$ cat src/rtl/ctx_pkg.sv
// Shared types and default sizing for the context stack sequencer.
package ctx_pkg;

  typedef enum logic [1:0] {
    IDLE  = 2'd0,
    SAVE  = 2'd1,
    LOAD  = 2'd2,
    DRAIN = 2'd3
  } ctx_state_t;

  localparam int DATA_W_DEF    = 16;
  localparam int ADDR_W_DEF    = 16;
  localparam int NREG_DEF      = 8;
  localparam int MAX_DEPTH_DEF = 4;
  localparam logic [15:0] STACK_TOP_DEF = 16'hFFFF;

endpackage

$ cat src/rtl/context_stack_ctrl.sv
// Call/return context sequencer: pushes the register file onto a
// downward-growing memory stack on backup and pops it back on restore,
// stalling the control unit and owning the memory port while busy.
module context_stack_ctrl
  import ctx_pkg::*;
#(
  parameter int DATA_W    = DATA_W_DEF,
  parameter int ADDR_W    = ADDR_W_DEF,
  parameter int NREG      = NREG_DEF,
  parameter int MAX_DEPTH = MAX_DEPTH_DEF,
  parameter logic [ADDR_W-1:0] STACK_TOP = ADDR_W'(STACK_TOP_DEF)
) (
  input  logic                             clk,
  input  logic                             Reset,
  input  logic                             backup,
  input  logic                             restore,
  output logic                             stall,
  output logic [$clog2(NREG)-1:0]          reg_rd_idx,
  input  logic [DATA_W-1:0]                reg_rd_data,
  output logic                             reg_we,
  output logic [$clog2(NREG)-1:0]          reg_wr_idx,
  output logic [DATA_W-1:0]                reg_wr_data,
  output logic [ADDR_W-1:0]                mem_addr,
  output logic [DATA_W-1:0]                mem_wdata,
  output logic                             mem_we,
  output logic                             mem_re,
  input  logic [DATA_W-1:0]                mem_rdata,
  output logic [ADDR_W-1:0]                sp,
  output logic [$clog2(MAX_DEPTH+1)-1:0]   depth,
  output logic                             err_overflow,
  output logic                             err_underflow
);

  localparam int IDX_W = $clog2(NREG);
  localparam int DEP_W = $clog2(MAX_DEPTH+1);
  localparam logic [IDX_W-1:0] LAST_IDX = IDX_W'(NREG - 1);

  ctx_state_t        state, state_nx;
  logic [IDX_W-1:0]  cnt, cnt_nx;
  logic [ADDR_W-1:0] sp_nx;
  logic [DEP_W-1:0]  depth_nx;
  logic              ovf_set, unf_set;

  // State, word counter, stack pointer, depth and sticky error flags.
  always_ff @(posedge clk) begin
    if (Reset) begin
      state         <= IDLE;
      cnt           <= '0;
      sp            <= STACK_TOP;
      depth         <= '0;
      err_overflow  <= 1'b0;
      err_underflow <= 1'b0;
    end else begin
      state         <= state_nx;
      cnt           <= cnt_nx;
      sp            <= sp_nx;
      depth         <= depth_nx;
      err_overflow  <= err_overflow | ovf_set;
      err_underflow <= err_underflow | unf_set;
    end
  end

  // Next-state decode and per-state port drive; backup beats restore in IDLE.
  always_comb begin
    state_nx    = state;
    cnt_nx      = cnt;
    sp_nx       = sp;
    depth_nx    = depth;
    ovf_set     = 1'b0;
    unf_set     = 1'b0;
    stall       = 1'b0;
    reg_rd_idx  = '0;
    reg_we      = 1'b0;
    reg_wr_idx  = '0;
    reg_wr_data = '0;
    mem_addr    = '0;
    mem_wdata   = '0;
    mem_we      = 1'b0;
    mem_re      = 1'b0;

    case (state)
      IDLE: begin
        if (backup) begin
          if (depth < DEP_W'(MAX_DEPTH)) begin
            state_nx = SAVE;
            cnt_nx   = '0;
            stall    = 1'b1;
          end else begin
            ovf_set  = 1'b1;
          end
        end else if (restore) begin
          if (depth != '0) begin
            state_nx = LOAD;
            cnt_nx   = '0;
            stall    = 1'b1;
          end else begin
            unf_set  = 1'b1;
          end
        end
      end

      SAVE: begin
        stall      = 1'b1;
        reg_rd_idx = cnt;
        mem_addr   = sp;
        mem_wdata  = reg_rd_data;
        mem_we     = 1'b1;
        sp_nx      = sp - ADDR_W'(1);
        if (cnt == LAST_IDX) begin
          depth_nx = depth + DEP_W'(1);
          cnt_nx   = '0;
          state_nx = IDLE;
        end else begin
          cnt_nx   = cnt + IDX_W'(1);
        end
      end

      LOAD: begin
        stall    = 1'b1;
        mem_re   = 1'b1;
        mem_addr = sp + ADDR_W'(1);
        sp_nx    = sp + ADDR_W'(1);
        if (cnt != '0) begin
          reg_we      = 1'b1;
          reg_wr_idx  = IDX_W'(NREG - int'(cnt));
          reg_wr_data = mem_rdata;
        end
        if (cnt == LAST_IDX) begin
          cnt_nx   = '0;
          state_nx = DRAIN;
        end else begin
          cnt_nx   = cnt + IDX_W'(1);
        end
      end

      DRAIN: begin
        stall       = 1'b1;
        reg_we      = 1'b1;
        reg_wr_idx  = '0;
        reg_wr_data = mem_rdata;
        depth_nx    = depth - DEP_W'(1);
        state_nx    = IDLE;
      end

      default: begin
        state_nx = IDLE;
      end
    endcase
  end

endmodule
$ cat config.mk
export PLATFORM = sky130hd
export DESIGN_NAME = context_stack_ctrl
export DESIGN_NICKNAME = d
export VERILOG_FILES = /design/src/rtl/ctx_pkg.sv /design/src/rtl/context_stack_ctrl.sv
export SDC_FILE = /design/constraint.sdc
export NUM_CORES = 1
export LEC_CHECK = 0
export ABC_AREA = 0
export CAP_MARGIN = 20
export CELL_PAD_IN_SITES_DETAIL_PLACEMENT = 0
export CELL_PAD_IN_SITES_GLOBAL_PLACEMENT = 1
export CORE_ASPECT_RATIO = 0.75
export CORE_MARGIN = 4
export CORE_UTILIZATION = 28
export DETAILED_ROUTE_END_ITERATION = 8
export MAX_ROUTING_LAYER = met4
export PLACE_DENSITY = 0.88
export SYNTH_ARGS = -nofsm -noshare
export SYNTH_HDL_FRONTEND = slang
export SYNTH_SLANG_ARGS = --single-unit
$ cat constraint.sdc
create_clock -name clk -period 2.4 [get_ports clk]
set_clock_uncertainty 0.05 [all_clocks]
set_input_delay 0.48 -clock clk [delete_from_list [all_inputs] [get_ports clk]]
set_output_delay 0.48 -clock clk [all_outputs]
set_load 0.005 [all_outputs]
==> results of run 1 <==
==> flip-flops by register name, summed over array words and instances (netlist names) <==
| name | count |
|---|---|
| sp | 16 |
| state | 2 |
| err_underflow | 1 |
| cnt | 3 |
| depth | 3 |
| err_overflow | 1 |
==> cell families after synthesis <==
kind of cell	share of synthesized area (%)
AO/OA/AOI/OAI	20.7
adder cells (fa/ha/maj)	6.69
XOR/XNOR	5.21
multiplexers	1.70
flip-flops	22.1
buffers and inverters	7.60
AND/OR/NAND/NOR	36.0
==> area by class of cell <==
| cell class | instances | area share (%) |
|---|---|---|
| Clock buffer | 3 | 0.957 |
| Clock inverter | 1 | 0.696 |
| Inverter | 15 | 1.31 |
| Multi-Input combinational cell | 258 | 42.7 |
| Sequential cell | 26 | 12.4 |
| Tap cell | 105 | 3.05 |
| Timing Repair Buffer | 185 | 38.9 |
==> power by group through the flow <==
stage                     clock network, mW  registers [mW]  logic [mW]
after floorplan                           0           0.601        1.19
after global placement                    0           0.574        2.41
after detailed placement                  0           0.578        2.43
after CTS                             0.380           0.584        2.74
after global routing                  0.391           0.609        3.23
final                                 0.379           0.596        3.01
==> worst register-to-register path: stages, from the launching register on <==
cell and delay, ns:
dfxtp_4 0.38, ha_4 0.16, and3_4 0.23, nand4_1 0.17, buf_4 0.19, buf_4 0.12, buf_4 0.12, buf_4 0.12
buf_4 0.12, buf_4 0.12, buf_4 0.13, o32ai_4 0.11, xnor2_1 0.14, nand2_1 0.06
==> per-stage QoR <==
stage	utilization (%)	area, µm²
floorplan	-	2350
global placement	48.6	3900
detailed placement	48.6	3900
CTS	51.7	4150
global route	53.8	4310
finish	53.8	4310
==> metal layers <==
layer / share of wire, % / GRT usage (%)
met1: 45 / 24.6
met2: 45 / 28.0
met4: 0.84 / 3.45
met5: 0 / -
met3: 9.0 / 2.29
==> what timing repair did <==
item,in CTS,in global routing
setup buffers,10,10
resized for setup,115,44
endpoints found under the setup margin,53,27
pin swaps,8,12
==> synthesized netlist by cell type (2+ instances only) <==
cell type	n	share of area (%)
a211oi_1	3	0.96
a21boi_0	6	1.9
a21oi_1	11	2.3
a22oi_1	4	1.3
a31oi_1	6	1.6
and2_1	26	6.9
and3_1	5	1.3
buf_1	2	0.32
buf_2	5	1.1
clkbuf_1	21	3.3
dfxtp_1	26	22
ha_1	11	5.8
inv_1	15	2.4
mux2i_1	4	1.7
nand2_1	30	4.8
nand2b_1	4	1.1
nand3_1	7	1.5
nand3b_1	3	0.96
nand4_1	5	1.3
nor2_1	24	3.8
nor2b_1	21	5.6
nor3_1	11	2.3
nor4_1	3	0.80
nor4b_1	3	1.1
o211ai_1	5	1.6
o21a_1	5	1.6
o21ai_0	18	3.8
o22ai_1	4	1.1
or3_1	5	1.3
xnor2_1	8	3.0
xor2_1	6	2.2
==> worst max path at each step <==
stage,to,slack (ns),cells after the start
after global routing,mem_addr[15],-0.05,7
final,mem_addr[15],0.006,6
after global placement,mem_addr[15],-0.18,7
after CTS,mem_addr[13],0.009,8
after floorplan,mem_addr[15],0.06,7
after detailed placement,mem_addr[15],-0.20,7
==> flow_summary.ini, run 1 <==
[setup_path]
cp_cell_sequence = buf_6, nand3_2, or3_4, or3_4, a21boi_2, buf_2
r2r_slack_ns = 0.07
r2r-end = sp[12]$_SDFFE_PP1N_
r2r-start = sp[1]$_SDFFE_PP1N_
crit_start = sp[0]$_SDFFE_PP1N_
cpMaxStageDelayCell = or3_4
worst_path_most_repeated_cell = or3_4
cp.buffers_inverters = 2
cp-end-kind = output port
critPathMaxFanout = 4
slowest_delay_ns = 0.43
reg2reg_depth = 13
cp_top_family = simple AND/OR/NAND/NOR gates
start_kind = flip-flop
cp.required_ns = 1.87
worst_ep_arrival_time_ns = 1.86
path_class = reg2out

[clock_network]
cts-buffers-inserted = 3
cts.sinks = 26
clockRootBuffer = clkbuf_8
clockBufferDepth = 2
cts_hold_buf = 0
clock_latency_ns = 0.28
cts_tree = done
cts_htree_levels = 1
clkSlewWorstSetupHoldPaths_ns = 0.10

[floorplan]
floorplan.initialDensity_pct = 29.4
rows = 28
dieArea_um2 = 9960
dieWidth_um = 114
coreArea_um2 = 8020
ios = 115
die_h_um = 87.4

[drt]
drtPass1Iterations = 5
via_count = 3101
drc_errors = 0
routed_wl_um = 9260
avgRoutedWirePerCell_um = 15.6
vias_per_cell = 5.23
ant_nets = 0
drtIter0Drc = 252

[power_and_ir_drop]
power.leakage_nw = 1.94
power_mw = 3.98
comb_power_share_pct = 75.5
clockPowerShare_pct = 9.5
powerDensity_nw_per_um2 = 923
p_sw_share_pct = 40.9
p_sw_mw = 1.63
sequentialPowerShare_pct = 15.0
ir_worst_vdd_v = 0.000368
p_int_mw = 2.36

[yosys]
ys.flop_type = dfxtp_1
syn_area_um2 = 2350
synth_edf_count = 0
synth-seq-cells = 26
yosys_warnings = 0
syn_area_per_cell_um2 = 7.18
syn-num-nets = 376
synthArstFlopShare_pct = 0
synth_cell_types = 52
ys_seq_area_share_pct = 22.1
netlist_instances = 328

[timing]
timing.fmax_ghz = 0.418
setup_viol = 0
rsz0062_at_grt = yes
tightest_slew_ns = 0.519
max-slew-margin-rel_pct = 65.0
hold_violations = 0
whs_ns = 0.424
finalCriticalPeriod_ns = 2.39
finalSetupTns_ns = 0
fin_crit_sh_pct = 99.7
final-max-slew-violation-count = 0
final.setup.worst_slack_ns = 0.00613

[worst_hold_path]
min_to = err_underflow$_SDFF_PP0_
hold_path_class = reg2reg
min_from = err_underflow$_SDFF_PP0_
min_path_cells = 2

[global_routing]
grt_antenna_before_repair = 0
grt_pass1_wl_um = 14000
overflow = 0
grt_max_degree = 34
grt_pass1_vias = 2813
track_usage_pct = 17.8

[placed_design]
dp_hpwl_um = 6730
io_buffers = 114
placedCellCount = 569
gp_congestion = 0.881
pre_cts_ws_ns = -0.200

[cells_and_area]
antenna_cells = 0
area_growth_pct = 83.2
n_fill_cell = 746
regArea_um2 = 537
drive_gt1_share_pct = 25.6
layout_commonest_cell = clkdlybuf4s50_1
nNetsFinal = 537
multi_input_area_um2 = 1840
fin_cells = 593
final_cell_mix = clkdlybuf4s50_1, buf_4, dlygate4sd2_1

[flow_run]
maxCapViolCount = 0

[run_status]
run_status = finished, final reports clean
(Power assumes the default switching activity.)
==> run 2: changes to the inputs <==
--- a/config.mk
+++ b/config.mk
@@ -19,2 +19,3 @@
 export SYNTH_HDL_FRONTEND = slang
 export SYNTH_SLANG_ARGS = --single-unit
+export TNS_END_PERCENT = 30
==> constraint.sdc (replaced) <==
create_clock -name clk -period 2.4 [get_ports clk]
set_clock_uncertainty 0.05 [all_clocks]
set_input_delay 0.48 -clock clk [delete_from_list [all_inputs] [get_ports clk]]
set_output_delay 0.48 -clock clk [all_outputs]
set_load 0.01 [all_outputs]
==> run 2 against run 1 <==
Against the previous run: the run now ends with setup timing left; sequential power is 0.7% lower; worst setup slack worse by 0.038 ns; final cell count is 2.5% higher; clock power is 32% lower; flip-flop and latch count stayed put; critical path depth stayed put; utilization is 1.3 points higher; routed wire length is 6.3% higher; highest routed layer unchanged; sequential share of layout area is 0.42 points lower; via count is 0.39% lower.
==> flow_summary.ini, run 2 (synthesis gave the netlist of run 1 again) <==
[run_status]
run_status = finished with violations
violations = setup timing

[cells_and_area]
antenna_cells = 0
top_register = sp
area_growth_pct = 87.8
drive_gt1_share_pct = 28.8
reg_top3 = sp (16), cnt (3), depth (3)
final_cell_mix = buf_4, clkdlybuf4s50_1, nand2_1
layout_commonest_cell = buf_4
largest_reg_flops = 16
nNetsFinal = 553
n_fill_cell = 718

[setup_path]
slowest_delay_ns = 0.41
worst_path_most_repeated_cell = or3_4
critPathMaxFanout = 3
worst_ep_arrival_time_ns = 1.90
cp-end-kind = output port
cp.buffers_inverters = 2
start_kind = flip-flop
r2r-start = state[0]$_SDFFE_PP0P_
reg2reg_depth = 9
cp.required_ns = 1.87
cp_cell_sequence = buf_4, nand3_2, or3_4, or3_4, a21boi_2, buf_2
path_class = reg2out
cpMaxStageDelayCell = or3_4
cp_top_family = simple AND/OR/NAND/NOR gates
r2r_slack_ns = -0.01
r2r-end = sp[12]$_SDFFE_PP1N_

[timing]
finalSetupTns_ns = -0.0510
whs_ns = 0.430
final.setup.worst_slack_ns = -0.0314
finalCriticalPeriod_ns = 2.43
tightest_slew_ns = 0.422
final-max-slew-violation-count = 0
timing.fmax_ghz = 0.411
hold_violations = 0
fin_crit_sh_pct = 101
max-slew-margin-rel_pct = 71.6
setup_viol = 3
rsz0062_at_grt = yes

[global_routing]
grt_max_degree = 27
grt_pass1_wl_um = 14600
grt_antenna_before_repair = 0
overflow = 0
track_usage_pct = 18.5
grt_pass1_vias = 2884

[floorplan]
coreArea_um2 = 8020
dieWidth_um = 114
dieArea_um2 = 9960
die_h_um = 87.4
floorplan.initialDensity_pct = 29.4
rows = 28
ios = 115

[clock_network]
clock_latency_ns = 0.28
cts-buffers-inserted = 3
cts.sinks = 26
cts_hold_buf = 0
cts_tree = done
clockBufferDepth = 2
clkSlewWorstSetupHoldPaths_ns = 0.10
clockRootBuffer = clkbuf_8
cts_htree_levels = 1

[placed_design]
io_buffers = 114
dp_hpwl_um = 7010
gp_congestion = 0.893

[drt]
avgRoutedWirePerCell_um = 16.2
vias_per_cell = 5.08
ant_nets = 0
via_count = 3089
drc_errors = 0
drtPass1Iterations = 5
routed_wl_um = 9840
drtIter0Drc = 174

[worst_hold_path]
min_path_cells = 2
min_from = err_overflow$_SDFF_PP0_
hold_path_class = reg2reg
min_to = err_overflow$_SDFF_PP0_

[power_and_ir_drop]
power_mw = 4.19
ir_worst_vdd_v = 0.000354
power.leakage_nw = 2.04
powerDensity_nw_per_um2 = 947

[flow_run]
maxCapViolCount = 0
run 2: cell types whose count changed in the layout (fill, tap and decap cells not counted), moves of 5 or more:
cell	previous run	this run
buf_4	53	74
dlygate4sd2_1	37	17
clkdlybuf4s15_1	6	16
buf_6	14	7
dlymetal6s2s_1	1	7
clkbuf_2	5	10
run 2: cell type report:
class | count | area [µm²] | area share, %
clock buffer | 3 | 41.3 | 0.934
inverter | 15 | 56.3 | 1.27
multi-input combinational | 258 | 1830 | 41.4
sequential | 26 | 532 | 12.0
tap | 105 | 131 | 2.97
timing repair buffer | 201 | 1830 | 41.4
run 2: timing repair:
item / in CTS / in global routing
resized for setup: 102 / 72
setup endpoints to repair: 56 / 41
pin swaps: 9 / 12
hold endpoints to repair: 0 / 0
setup buffers: 9 / 20
cloned: 1 / 2
run 2: stage by stage:
stage	util (%)	cells	worst slack (ns)	cell area (µm²)
detailed placement	49.1	574	-0.229	3940
floorplan	-	328	0.0512	2360
CTS	51.3	587	-0.206	4110
global route	55.1	608	-0.103	4420
finish	55.1	608	-0.0314	4420
global placement	49.1	574	-0.222	3940
run 2: routing by layer:
layer	vias to the layer above	track usage, %	share of wire [%]
met2	139	30.7	47
met4	0	2.48	0.66
met3	6	2.71	7.5
met5	-	-	0
li1	1486	-	-
met1	1458	24.5	45
run 2: tightest hold or removal path, stage by stage (launching register included):
cell and delay (ns):
dfxtp_1 0.34, a31oi_1 0.04, nor2_1 0.07
run 2: how the worst max path moves through the flow:
stage	start	end	cells past startpoint
finish	sp[1]$_SDFFE_PP1N_	mem_addr[15]	6
global route	state[0]$_SDFFE_PP0P_	mem_addr[15]	7
CTS	state[0]$_SDFFE_PP0P_	mem_addr[5]	7
detailed placement	state[0]$_SDFFE_PP0P_	mem_addr[15]	7
global placement	state[0]$_SDFFE_PP0P_	mem_addr[15]	7
floorplan	state[0]$_SDFFE_PP0P_	mem_addr[15]	7
run 2: where the power goes:
group	total [mW]	internal, mW	switching (mW)
Clock	0.258	0.113	0.145
Sequential	0.592	0.524	0.0690
Combinational	3.34	1.79	1.54
Total	4.19	2.43	1.76
==> RTL edit 1 (settings of run 1) <==
The package constant `NREG_DEF` goes from 8 to 16.
--- a/src/rtl/ctx_pkg.sv
+++ b/src/rtl/ctx_pkg.sv
@@ -12,3 +12,3 @@
   localparam int ADDR_W_DEF    = 16;
-  localparam int NREG_DEF      = 8;
+  localparam int NREG_DEF      = 16;
   localparam int MAX_DEPTH_DEF = 4;
Interface: changed (resized reg_rd_idx and reg_wr_idx); port bits go from 115 to 117. No check against the original RTL was run, so the function may have changed too.
==> RTL edit 1 against run 1 <==
- the run now ends with negative setup slack left
- core utilization up 4.6 points
- power up 32%
- synthesized area up 0.53%
- sequential cell count up 1
- critical endpoint is now mem_addr[10]
- first-iteration DRC count down 47%
- count of clock-buffer cells in the layout unchanged
- combinational power up 40%
- design area up 9.0%
- worst setup slack worse by 0.060 ns
- die area up 0.49%
- wire length up 11%
==> RTL edit 1: results (changes against run 1) <==
- The number of vias per cell was 5.224 (was 5.229).
- The library cell used as clock root buffer is sky130_fd_sc_hd__clkbuf_16 (was sky130_fd_sc_hd__clkbuf_8).
- Sequential-to-total area share from yosys stat: 0.2283 (was 0.2210)
* Logic depth of the worst register-to-register path: 10 (was 13)
* Setup violators final: 4 (was 0)
- Syn avg cell area: 6.983 µm² (was 7.179 µm²)
- Net switching power figure: 2.324 mW (was 1.628 mW)
* Wire per inst: 16.28 µm (was 15.62 µm)
- The relative contribution of sequential cells to total power was 0.125 (was 0.150).
- Iteration-0 DRC Markers: 134 (was 252)
* Wire length of the first global-routing pass: 16120 µm (was 14020 µm)
- The area after detailed placement is 4106 µm² (was 3900 µm²).
* Leading cell types by total area after synthesis: sky130_fd_sc_hd__dfxtp_1 23%, sky130_fd_sc_hd__and2_1 5.8%, sky130_fd_sc_hd__o21ai_0 5.5%, sky130_fd_sc_hd__nor2b_1 5.0%, sky130_fd_sc_hd__nand2_1 4.9% (was sky130_fd_sc_hd__dfxtp_1 22%, sky130_fd_sc_hd__and2_1 6.9%, sky130_fd_sc_hd__ha_1 5.8%, sky130_fd_sc_hd__nor2b_1 5.6%, sky130_fd_sc_hd__nand2_1 4.8%)
- Number of distinct library cells after synthesis: 53 (was 52)
- Worst Path Max Fanout: 3 (was 4)
- The net count of the finished layout is 572 (was 537).
* Minimum setup slack after placement: -0.2343 ns (was -0.2001 ns)
- Post-synth top cells: 31 x sky130_fd_sc_hd__nand2_1, 29 x sky130_fd_sc_hd__nor2_1, 27 x sky130_fd_sc_hd__dfxtp_1, 26 x sky130_fd_sc_hd__o21ai_0, 22 x sky130_fd_sc_hd__and2_1 (was 30 x sky130_fd_sc_hd__nand2_1, 26 x sky130_fd_sc_hd__and2_1, 26 x sky130_fd_sc_hd__dfxtp_1, 24 x sky130_fd_sc_hd__nor2_1)
* Met2 WL: 4676 µm (was 4198 µm)
* Switching portion of total power: 0.4407 (was 0.4087)
* Pin count of the biggest net entering global routing: 20 (was 34)
* Fill cell instance count of the final layout: 741 (was 746)
* Number of placed instances, taps included: 608 (was 569)
- The number of buffers inserted by port buffering came to 116 (was 114).
* Ratio of cells with drive above 1 in the final layout: 0.3086 (was 0.2561)
- The slew at the pin with the worst max-slew slack was 0.5459 ns (was 0.5192 ns).
- Setup slack after layout: -0.05391 ns (was 0.006127 ns)
- The amount of wire on met3 after detailed routing came to 918 µm (was 829 µm).
- The met3 routing resource usage after global routing came to 0.04351 (was 0.02292).
- Run status: finished with violations (was completed).
- CTS clock-pin slew for the worst setup and hold paths: 0.07 ns (was 0.10 ns)
- Arrival time of the worst setup path: 1.92 ns (was 1.86 ns)
* Total clock network power: 410 µW (was 379 µW)
* Failing checks: negative setup slack
- The critical path's slowest cell is sky130_fd_sc_hd__or4_4 (was sky130_fd_sc_hd__or3_4).
* Final wirelength: 10260 µm (was 9262 µm)
* Combined global-route utilization of all metal layers: 0.2044 (was 0.1776)
- Worst stage delay on the critical path: 0.48 ns (was 0.43 ns)
- The routing usage on met1 came to 0.2564 (was 0.2457).
-- RTL edit 1: cell count changes after synthesis, moves of 4 or more --
cell | run 1 | this run
sky130_fd_sc_hd__and2_1 | 26 | 22
sky130_fd_sc_hd__nor4_1 | 3 | 8
sky130_fd_sc_hd__nand3_1 | 7 | 16
sky130_fd_sc_hd__o21a_1 | 5 | 1
sky130_fd_sc_hd__o21ai_0 | 18 | 26
sky130_fd_sc_hd__a21oi_1 | 11 | 18
sky130_fd_sc_hd__a21boi_0 | 6 | 0
sky130_fd_sc_hd__or4_1 | 0 | 4
sky130_fd_sc_hd__nor2_1 | 24 | 29
-- RTL edit 1: cell families after synthesis --
kind of cell             Yosys count  synth area share
adder cells (fa/ha/maj)           10           0.05603
buffers and inverters             44           0.07452
XOR/XNOR                          17           0.06290
AO/OA/AOI/OAI                     75            0.1929
multiplexers                       4           0.01691
flip-flops                        27            0.2283
AND/OR/NAND/NOR                  162            0.3684
-- RTL edit 1: area by class of cell --
class                   count  area [µm²]  share of cell area
inverters                  18       80.08             0.01702
clock inverters             1       5.005            0.001064
multi-input cells         268        1947              0.4138
clock buffers               3       75.07             0.01596
well taps                 105       131.4             0.02793
repair buffers            208        1902              0.4043
flip-flops and latches     27       564.3              0.1199
-- RTL edit 1: path summary, 6_finish.rpt --
path	startpoint	endpoint	slack [ns]
max	sp[0]$_SDFFE_PP1N_	mem_addr[10]	-0.05
min	err_overflow$_SDFF_PP0_	err_overflow$_SDFF_PP0_	0.43
max reg2reg	state[0]$_SDFFE_PP0P_	sp[14]$_SDFFE_PP1N_	-0.02
min reg2reg	err_overflow$_SDFF_PP0_	err_overflow$_SDFF_PP0_	0.43
==> RTL edit 2 (settings of run 1) <==
Made on the original files. Put one more register stage on the output `err_underflow`, cleared by the reset. The value now appears one clock later. The other outputs are not delayed to match.
--- a/src/rtl/context_stack_ctrl.sv
+++ b/src/rtl/context_stack_ctrl.sv
@@ -37,2 +37,4 @@
 
+  logic err_underflow_s0;
+
   ctx_state_t        state, state_nx;
@@ -51,3 +53,3 @@
       err_overflow  <= 1'b0;
-      err_underflow <= 1'b0;
+      err_underflow_s0 <= 1'b0;
     end else begin
@@ -58,3 +60,3 @@
       err_overflow  <= err_overflow | ovf_set;
-      err_underflow <= err_underflow | unf_set;
+      err_underflow_s0 <= err_underflow_s0 | unf_set;
     end
@@ -150,2 +152,10 @@
 
+  always_ff @(posedge clk) begin
+    if (Reset) begin
+      err_underflow <= '0;
+    end else begin
+      err_underflow <= err_underflow_s0;
+    end
+  end
+
 endmodule
Function: changed (a bounded check fails within 4 cycles, from zero or initial values and one cycle with Reset high).
==> RTL edit 2 against run 1 <==
- largest power group unchanged
- synthesized area fell by 0.48%
- the run now ends with negative setup slack left
- worst setup slack lost 0.10 ns
- wire length down 0.56%
- via count decreased by 1.7%
- design area rose by 1.7%
- fmax down 4.1%
- power shrank 3.3%
- global-route usage increased by 0.41 points
- critical endpoint unchanged
- register-to-register slack improved by 0.02 ns
- hold slack lost 0.0017 ns
- sequential cell count rose by 1
==> RTL edit 2: results (changes against run 1) <==
- The fraction of layout cells with a size suffix above 1 is 0.3010 (was 0.2561).
* Slew margin rel.: 0.7264 (was 0.6502)
- Combined global-route utilization of all metal layers: 0.1816 (was 0.1776)
- Setup slack after layout: -0.09546 ns (was 0.006127 ns)
* Met2 WL: 4214 µm (was 4198 µm)
* Met1 wire length: 4071 µm (was 4155 µm)
- The highest cell delay on the worst timing path was 0.40 ns (was 0.43 ns).
- The worst endpoint data arrival time came to 1.97 ns (was 1.86 ns).
- The clock-cell share of area is 0.01027 (was 0.01653).
- The count of final setup violators is 4 (was 0).
- The combinational gate power was 2.97 mW (was 3.01 mW).
* Pin count of the biggest net entering global routing: 21 (was 34)
* Number of placed instances, taps included: 567 (was 569)
- The checks that failed: negative setup slack.
* Non-clock buffer count: 189 (was 185)
- Multiplexer area fraction after synthesis: 0.008542 (was 0.01700)
* Sequential-to-total area share from yosys stat: 0.2306 (was 0.2210)
- Final non-filler cell area: 4385 µm² (was 4314 µm²)
- Clock buffer instance count of the final layout: 4 (was 3)
- Mapped Area: 2343 µm² (was 2355 µm²)
* Multi-input logic portion of the cell area: 0.4191 (was 0.4266)
- The net count of the finished layout came to 544 (was 537).
- Run status: finished with violations (was completed).
* Startpoint of the tightest hold check path: err_underflow_s0$_SDFF_PP0_ (was err_underflow$_SDFF_PP0_)
- Net switching power figure: 1.618 mW (was 1.628 mW)
- Standby leakage power: 1.969 nW (was 1.944 nW)
- The setup slack of the worst register-to-register path is 0.09 ns (was 0.07 ns).
* Wire length of the first global-routing pass: 14300 µm (was 14020 µm)
- The relative contribution of sequential cells to total power came to 0.161 (was 0.150).
-- RTL edit 2: changes by cell type after synthesis, moves of 3 or more --
| cell | before | now |
|---|---|---|
| sky130_fd_sc_hd__nor4_1 | 3 | 6 |
| sky130_fd_sc_hd__xnor2_1 | 8 | 5 |
| sky130_fd_sc_hd__a21oi_1 | 11 | 8 |
| sky130_fd_sc_hd__nand3_1 | 7 | 12 |
| sky130_fd_sc_hd__o21a_1 | 5 | 2 |
| sky130_fd_sc_hd__and3_1 | 5 | 2 |
| sky130_fd_sc_hd__o211a_1 | 1 | 4 |
| sky130_fd_sc_hd__or4_1 | 0 | 7 |
| sky130_fd_sc_hd__o21ai_0 | 18 | 26 |
| sky130_fd_sc_hd__a21boi_0 | 6 | 0 |
| sky130_fd_sc_hd__and2_1 | 26 | 23 |
